<file path="config.mk">
export PLATFORM = sky130hd
export DESIGN_NAME = fetch_stage
export DESIGN_NICKNAME = d
export VERILOG_FILES = /design/src/rtl/fetch_stage.sv
export SDC_FILE = /design/constraint.sdc
export NUM_CORES = 1
export LEC_CHECK = 0
export ABC_AREA = 0
export CORE_UTILIZATION = 45
export DETAILED_ROUTE_END_ITERATION = 8
export DONT_BUFFER_PORTS = 1
export PLACE_DENSITY = 0.6
export SLEW_MARGIN = 20
export SYNTH_ARGS = -nofsm -noshare
export SYNTH_HDL_FRONTEND = slang
export SYNTH_SLANG_ARGS = --single-unit
</file>
<file path="constraint.sdc">
create_clock -name clk -period 4.51 [get_ports clk]
set_input_delay 0.6765 -clock clk [delete_from_list [all_inputs] [get_ports clk]]
set_output_delay 0.6765 -clock clk [all_outputs]
set_load 0.01 [all_outputs]
</file>
<file path="src/rtl/fetch_stage.sv">
// -----------------------------------------------------------------------------
// fetch_stage
//
// Instruction fetch stage for a 16-bit pipeline.
// - Keeps the program counter and issues one instruction-memory read at a
//   time. A read may finish in the cycle it is issued, or several cycles later.
// - Sends the returned word straight to the IF/ID register in the cycle it
//   arrives.
// - If decode is stalling when the word arrives, the word is parked in a
//   one-entry hold buffer and presented when the stall clears.
// - A downstream redirect (taken branch/jump) flushes everything in flight.
// - A fetched word with opcode 5'b00000 halts fetching until the next redirect.
//
// Parameters
//   RESET_PC     PC loaded on reset
//   NOP_INSTR    word driven on I_mem_out whenever fetch_valid is low
//
// Ports
//   clk          clock, all state changes on the rising edge
//   rst          synchronous active-high reset
//   stall        decode hazard hold; nothing is presented while high
//   redirect     taken branch/jump resolved downstream
//   redirect_pc  redirect target (bit 0 ignored)
//   imem_req     instruction memory read request
//   imem_addr    instruction memory address
//   imem_data    instruction word, meaningful only with imem_done
//   imem_done    the outstanding read completes this cycle
//   I_mem_out    instruction presented to IF/ID
//   PC_2         address of the presented instruction + 2
//   fetch_valid  I_mem_out carries a real instruction this cycle
// -----------------------------------------------------------------------------
module fetch_stage #(
    parameter logic [15:0] RESET_PC  = 16'h0000,
    parameter logic [15:0] NOP_INSTR = 16'h0800
) (
    input  logic        clk,
    input  logic        rst,
    input  logic        stall,
    input  logic        redirect,
    input  logic [15:0] redirect_pc,
    output logic        imem_req,
    output logic [15:0] imem_addr,
    input  logic [15:0] imem_data,
    input  logic        imem_done,
    output logic [15:0] I_mem_out,
    output logic [15:0] PC_2,
    output logic        fetch_valid
);

    localparam logic [1:0] ST_RUN  = 2'd0;
    localparam logic [1:0] ST_WAIT = 2'd1;
    localparam logic [1:0] ST_HALT = 2'd2;

    localparam logic [4:0] HALT_OPCODE = 5'b00000;

    // Architectural state
    logic [1:0]  r_state;
    logic [15:0] r_pc;
    logic [15:0] r_addr;        // address of the access currently in flight
    logic [15:0] r_buf_instr;
    logic [15:0] r_buf_pc2;
    logic        r_buf_valid;
    logic        r_kill;        // in-flight access belongs to a flushed path

    // Next-state values
    logic [1:0]  w_state_next;
    logic [15:0] w_pc_next;
    logic [15:0] w_addr_next;
    logic [15:0] w_buf_instr_next;
    logic [15:0] w_buf_pc2_next;
    logic        w_buf_valid_next;
    logic        w_kill_next;

    // Combinational helpers
    logic        w_in_run;
    logic        w_in_wait;
    logic        w_req;
    logic        w_done;
    logic [15:0] w_pc_plus2;
    logic        w_take_buf;
    logic        w_take_mem;
    logic        w_fetch_valid;
    logic [15:0] w_instr;
    logic [15:0] w_pc2;
    logic        w_is_halt;

    assign w_in_run  = (r_state == ST_RUN);
    assign w_in_wait = (r_state == ST_WAIT);

    // In RUN, a new read is issued only when there is nowhere else for the
    // word to go: the buffer is empty and decode is accepting.
    // Once in WAIT, the request is held until the memory answers, even across
    // a stall or a redirect. This keeps at most one access outstanding.
    assign w_req = !rst && ((w_in_run && !r_buf_valid && !stall) || w_in_wait);

    // A done pulse counts only while a request is actually being driven.
    // A late completion from an access abandoned by reset therefore falls on
    // a cycle with no request and is ignored.
    assign w_done = w_req && imem_done;

    assign w_pc_plus2 = r_pc + 16'd2;

    // Two possible sources for the presented instruction. They never coincide:
    // the buffer is only valid in RUN, and no request is issued while the
    // buffer is full.
    assign w_take_buf = w_in_run && r_buf_valid && !stall && !redirect;
    assign w_take_mem = w_done && !r_kill && !stall && !redirect;

    assign w_fetch_valid = !rst && (w_take_buf || w_take_mem);

    // While a non-killed access is pending, r_pc still equals the address of
    // that access. So r_pc + 2 is the correct PC_2 for a word arriving from
    // memory.
    assign w_instr = w_take_buf ? r_buf_instr : imem_data;
    assign w_pc2   = w_take_buf ? r_buf_pc2   : w_pc_plus2;

    assign w_is_halt = w_fetch_valid && (w_instr[15:11] == HALT_OPCODE);

    // Outputs
    assign imem_req    = w_req;
    // In WAIT, the address is taken from the register captured at issue time.
    // It therefore stays stable even after a redirect has moved r_pc.
    assign imem_addr   = w_in_wait ? r_addr : r_pc;
    assign fetch_valid = w_fetch_valid;
    assign I_mem_out   = w_fetch_valid ? w_instr : NOP_INSTR;
    assign PC_2        = w_pc2;

    // -------------------------------------------------------------------------
    // Next-state logic
    // -------------------------------------------------------------------------
    always_comb begin
        w_state_next     = r_state;
        w_pc_next        = r_pc;
        w_addr_next      = r_addr;
        w_buf_instr_next = r_buf_instr;
        w_buf_pc2_next   = r_buf_pc2;
        w_buf_valid_next = r_buf_valid;
        w_kill_next      = r_kill;

        // Track the PC every cycle in RUN. Any access issued from RUN then
        // has its address latched for the WAIT cycles that follow.
        if (w_in_run) begin
            w_addr_next = r_pc;
        end

        if (redirect) begin
            // Redirect overrides everything but reset. The buffered word and
            // any word arriving this cycle belong to the wrong path.
            w_pc_next        = redirect_pc & 16'hFFFE;
            w_buf_valid_next = 1'b0;
            if (w_req && !imem_done) begin
                // An access is (or has just become) outstanding.
                // Wait it out, then throw its word away.
                w_state_next = ST_WAIT;
                w_kill_next  = 1'b1;
            end else begin
                // Nothing outstanding after this edge. This also covers
                // restarting from HALT.
                w_state_next = ST_RUN;
                w_kill_next  = 1'b0;
            end
        end else if (w_done) begin
            w_state_next = ST_RUN;
            w_kill_next  = 1'b0;
            if (!r_kill) begin
                w_pc_next = w_pc_plus2;
                if (stall) begin
                    w_buf_instr_next = imem_data;
                    w_buf_pc2_next   = w_pc_plus2;
                    w_buf_valid_next = 1'b1;
                end else if (w_is_halt) begin
                    w_state_next = ST_HALT;
                end
            end
            // A killed completion leaves r_pc alone: it already holds the
            // redirect target.
        end else if (w_req) begin
            // Issued (or still pending) without completion.
            w_state_next = ST_WAIT;
        end else if (w_take_buf) begin
            w_buf_valid_next = 1'b0;
            if (w_is_halt) begin
                w_state_next = ST_HALT;
            end
        end else if (r_state != ST_RUN && r_state != ST_WAIT && r_state != ST_HALT) begin
            // Recover from the unused encoding.
            w_state_next = ST_RUN;
        end
    end

    // -------------------------------------------------------------------------
    // State registers
    // -------------------------------------------------------------------------
    always_ff @(posedge clk) begin
        if (rst) begin
            r_state     <= ST_RUN;
            r_pc        <= RESET_PC;
            r_addr      <= RESET_PC;
            r_buf_instr <= NOP_INSTR;
            r_buf_pc2   <= 16'h0000;
            r_buf_valid <= 1'b0;
            r_kill      <= 1'b0;
        end else begin
            r_state     <= w_state_next;
            r_pc        <= w_pc_next;
            r_addr      <= w_addr_next;
            r_buf_instr <= w_buf_instr_next;
            r_buf_pc2   <= w_buf_pc2_next;
            r_buf_valid <= w_buf_valid_next;
            r_kill      <= w_kill_next;
        end
    end

endmodule

</file>
==> results.ini <==
[clock_network]
numCtsBuffers = 9
cts_hold_buf = 0
cts_tree = yes
postCtsSetupBuffers = 0
htreeDepth = 3
clockBufferDepth = 2
clk_transition_reported_paths_ns = 0.07
clock_latency_ns = 0.34
cts_resized = 0
cts.root.buffer_cell = clkbuf_8
cts.sinks = 65

[power_and_ir_drop]
p_leak_nw = 1.27
power_density_mw_per_mm2 = 339
power_mw = 1.23
ir_drop_mv = 0.139

[hold_path]
whs_path_depth = 1
min-delay-start = imem_done
hold_end = r_state[0]$_SDFFE_PP0P_
min_path_type = input port to register

[synthesis]
synth_seq_area_share_pct = 37.5
syn-cell-area_mm2 = 0.00347
async_reset_ff_share_pct = 0
syn-instance-count = 465
synth_cell_types = 53
yosysWarnings = 0
synth_seq_cells = 65
synth-edff-count = 0
syn_avg_cell_area_um2 = 7.46
yosys_most_used_dff = dfxtp_1

[floorplanning]
design.die.area_mm2 = 0.00806
pin_count = 87
coreArea_mm2 = 0.00737
initial_core_util_pct = 47.1
die_w_um = 89.8
rows = 31
die_height_um = 89.8

[detailed_routing]
postRouteAntennaNets = 0
wl_met1_um = 3960
drtIter0Drc = 218
top_layer = met4
wl_per_cell_um = 15.4
num_vias = 3024
drtPass1Iterations = 4
via_per_inst = 5.59
met2_wirelength_um = 3870
wirelength_um = 8350
wl_met3_um = 437
drc = 0

[sta]
setup_violations = 0
period_minus_slack_ns = 3.14
final_hold_viol_count = 0
slew_viol_final = 0
worst_slew_pin_slew_ns = 0.899
slew_headroom_pct = 40.0
worst_slack_ns = 1.37
max_freq_mhz = 319
tns_ns = 0
rsz0062_at_grt = no
fin_skew_ns = 0.00899
post-route-period-util_pct = 69.6

[worst_setup_path]
r2r-start = r_state[1]$_SDFFE_PP0P_
critPathKind = register to output pin
cp_slowest_stage_delay_ns = 0.65
cp_slowest_cell = a2111o_1
worst-path-max-fanout = 16
path_cells = nor4b_4 > nand2_2 > a2111o_1 > inv_1 > nand2_1
r2r-end = r_state[1]$_SDFFE_PP0P_
regToRegSetupSlack_ns = 2.29
endpoint_kind = output pin
r2r_cells = 5
crit_required_ns = 3.83
arrival_ns = 2.46
start_kind = register

[global_route]
grt_pass1_vias = 2717
grtUsageTotal_pct = 21.1
grt_max_degree = 73
antenna_found_initial = 0
overflow = 0
grt_pass1_wl_um = 13600

[place]
placed_area_mm2 = 0.00344
port_buffers = 0
dp_hpwl_um = 5700
place_congestion = 0.740
pre_cts_ws_ns = 1.53

[finish]
drive_gt1_share_pct = 8.82
fin_nets = 476
area_delta_synth_final_pct = 4.65
utilization_pct = 49.3
n_antenna_cell = 0
design_area_mm2 = 0.00363

[status]
outcome = finished clean

[run]
cap_viol_max_count = 0

==> stage by stage <==
step / std cells / hold WS (ns)
6_report: 541 / 0.397
5_1_grt: 541 / 0.374
4_1_cts: 541 / 0.377
3_5_place_dp: 526 / 0.438
3_3_place_gp: 526 / 0.432
2_1_floorplan: 466 / 0.433
==> layout by cell type (no fill, tap or decap), types with 4 or more instances in the layout <==
cell / instances
a311oi_1: 5
inv_1: 4
or4_1: 4
nand4_1: 4
o21ai_0: 4
xor2_1: 7
a21oi_1: 63
clkbuf_8: 11
nor3_1: 9
mux2_2: 14
nand3_1: 8
a211oi_1: 21
dfxtp_1: 65
nor2_1: 46
xnor2_1: 12
nand2_1: 110
==> flip-flops by register name, summed over array words and instances (netlist names) <==
register and count:
r_pc 15, r_state 2, r_buf_valid 1, r_kill 1, r_buf_pc2 15, r_addr 15
r_buf_instr 16
==> kinds of logic after synthesis <==
kind of cell	after synthesis	share of synthesized area [%]
simple gates	209	27.3
mux	16	5.12
xor+xnor	19	4.80
buf+inv	47	5.99
other cells	1	0.108
fa+ha+maj	1	0.361
flops	65	37.5
compound gates	107	18.8
==> synth_stat cells (2+ instances only) <==
master	count	area share (%)
nand2b_1	3	0.54
or4_1	4	0.87
or3_1	3	0.54
nand2_1	110	12
dfxtp_1	65	38
xnor2_1	12	3.0
buf_6	2	0.65
a211oi_1	21	4.5
and3_1	3	0.54
nor3_1	9	1.3
nor2_1	46	5.0
mux2i_1	2	0.58
nand4_1	4	0.72
a21oi_1	63	9.1
nand3_1	9	1.3
and4_1	2	0.50
xor2_1	7	1.8
nor4_1	3	0.54
inv_1	4	0.43
nor3b_1	3	0.65
a311oi_1	5	1.3
buf_2	7	1.0
mux2_2	14	4.5
buf_4	2	0.43
o31ai_1	2	0.43
o21ai_0	4	0.58
clkbuf_1	30	3.2
==> worst max-delay path by stage <==
stage,start,endpoint
6_report,r_state[1]$_SDFFE_PP0P_,I_mem_out[11]
5_1_grt,r_state[1]$_SDFFE_PP0P_,I_mem_out[11]
4_1_cts,r_state[1]$_SDFFE_PP0P_,PC_2[15]
3_3_place_gp,rst,I_mem_out[11]
3_5_place_dp,rst,I_mem_out[11]
2_1_floorplan,rst,I_mem_out[10]
==> routing by layer <==
layer | GRT usage (%) | vias up
met5 | 0 | -
met4 | 8.20 | 0
met3 | 5.33 | 8
met2 | 33.1 | 79
met1 | 27.8 | 1399
li1 | - | 1538
==> cell type report <==
class                           instances  area (um^2)
Timing Repair Buffer                    3         22.5
Inverter                                5         18.8
Clock buffer                           12          155
Fill cell                             762         3740
Multi-Input combinational cell        354         1970
Clock inverter                          3         40.0
Sequential cell                        65         1300
Tap cell                               99          124
==> where the power goes <==
group          total (mW)  switching (mW)  internal [mW]
clock               0.497           0.216          0.281
combinational       0.114          0.0690         0.0453
sequential          0.620          0.0266          0.594
==> worst max-delay path: cells and delay by family (launching register included) <==
family,cells,cell delay (ns)
compound gates,1,0.65
simple gates,3,0.82
flops,1,0.40
buf+inv,1,0.23
Note: power is estimated with default switching activity, not from simulation.
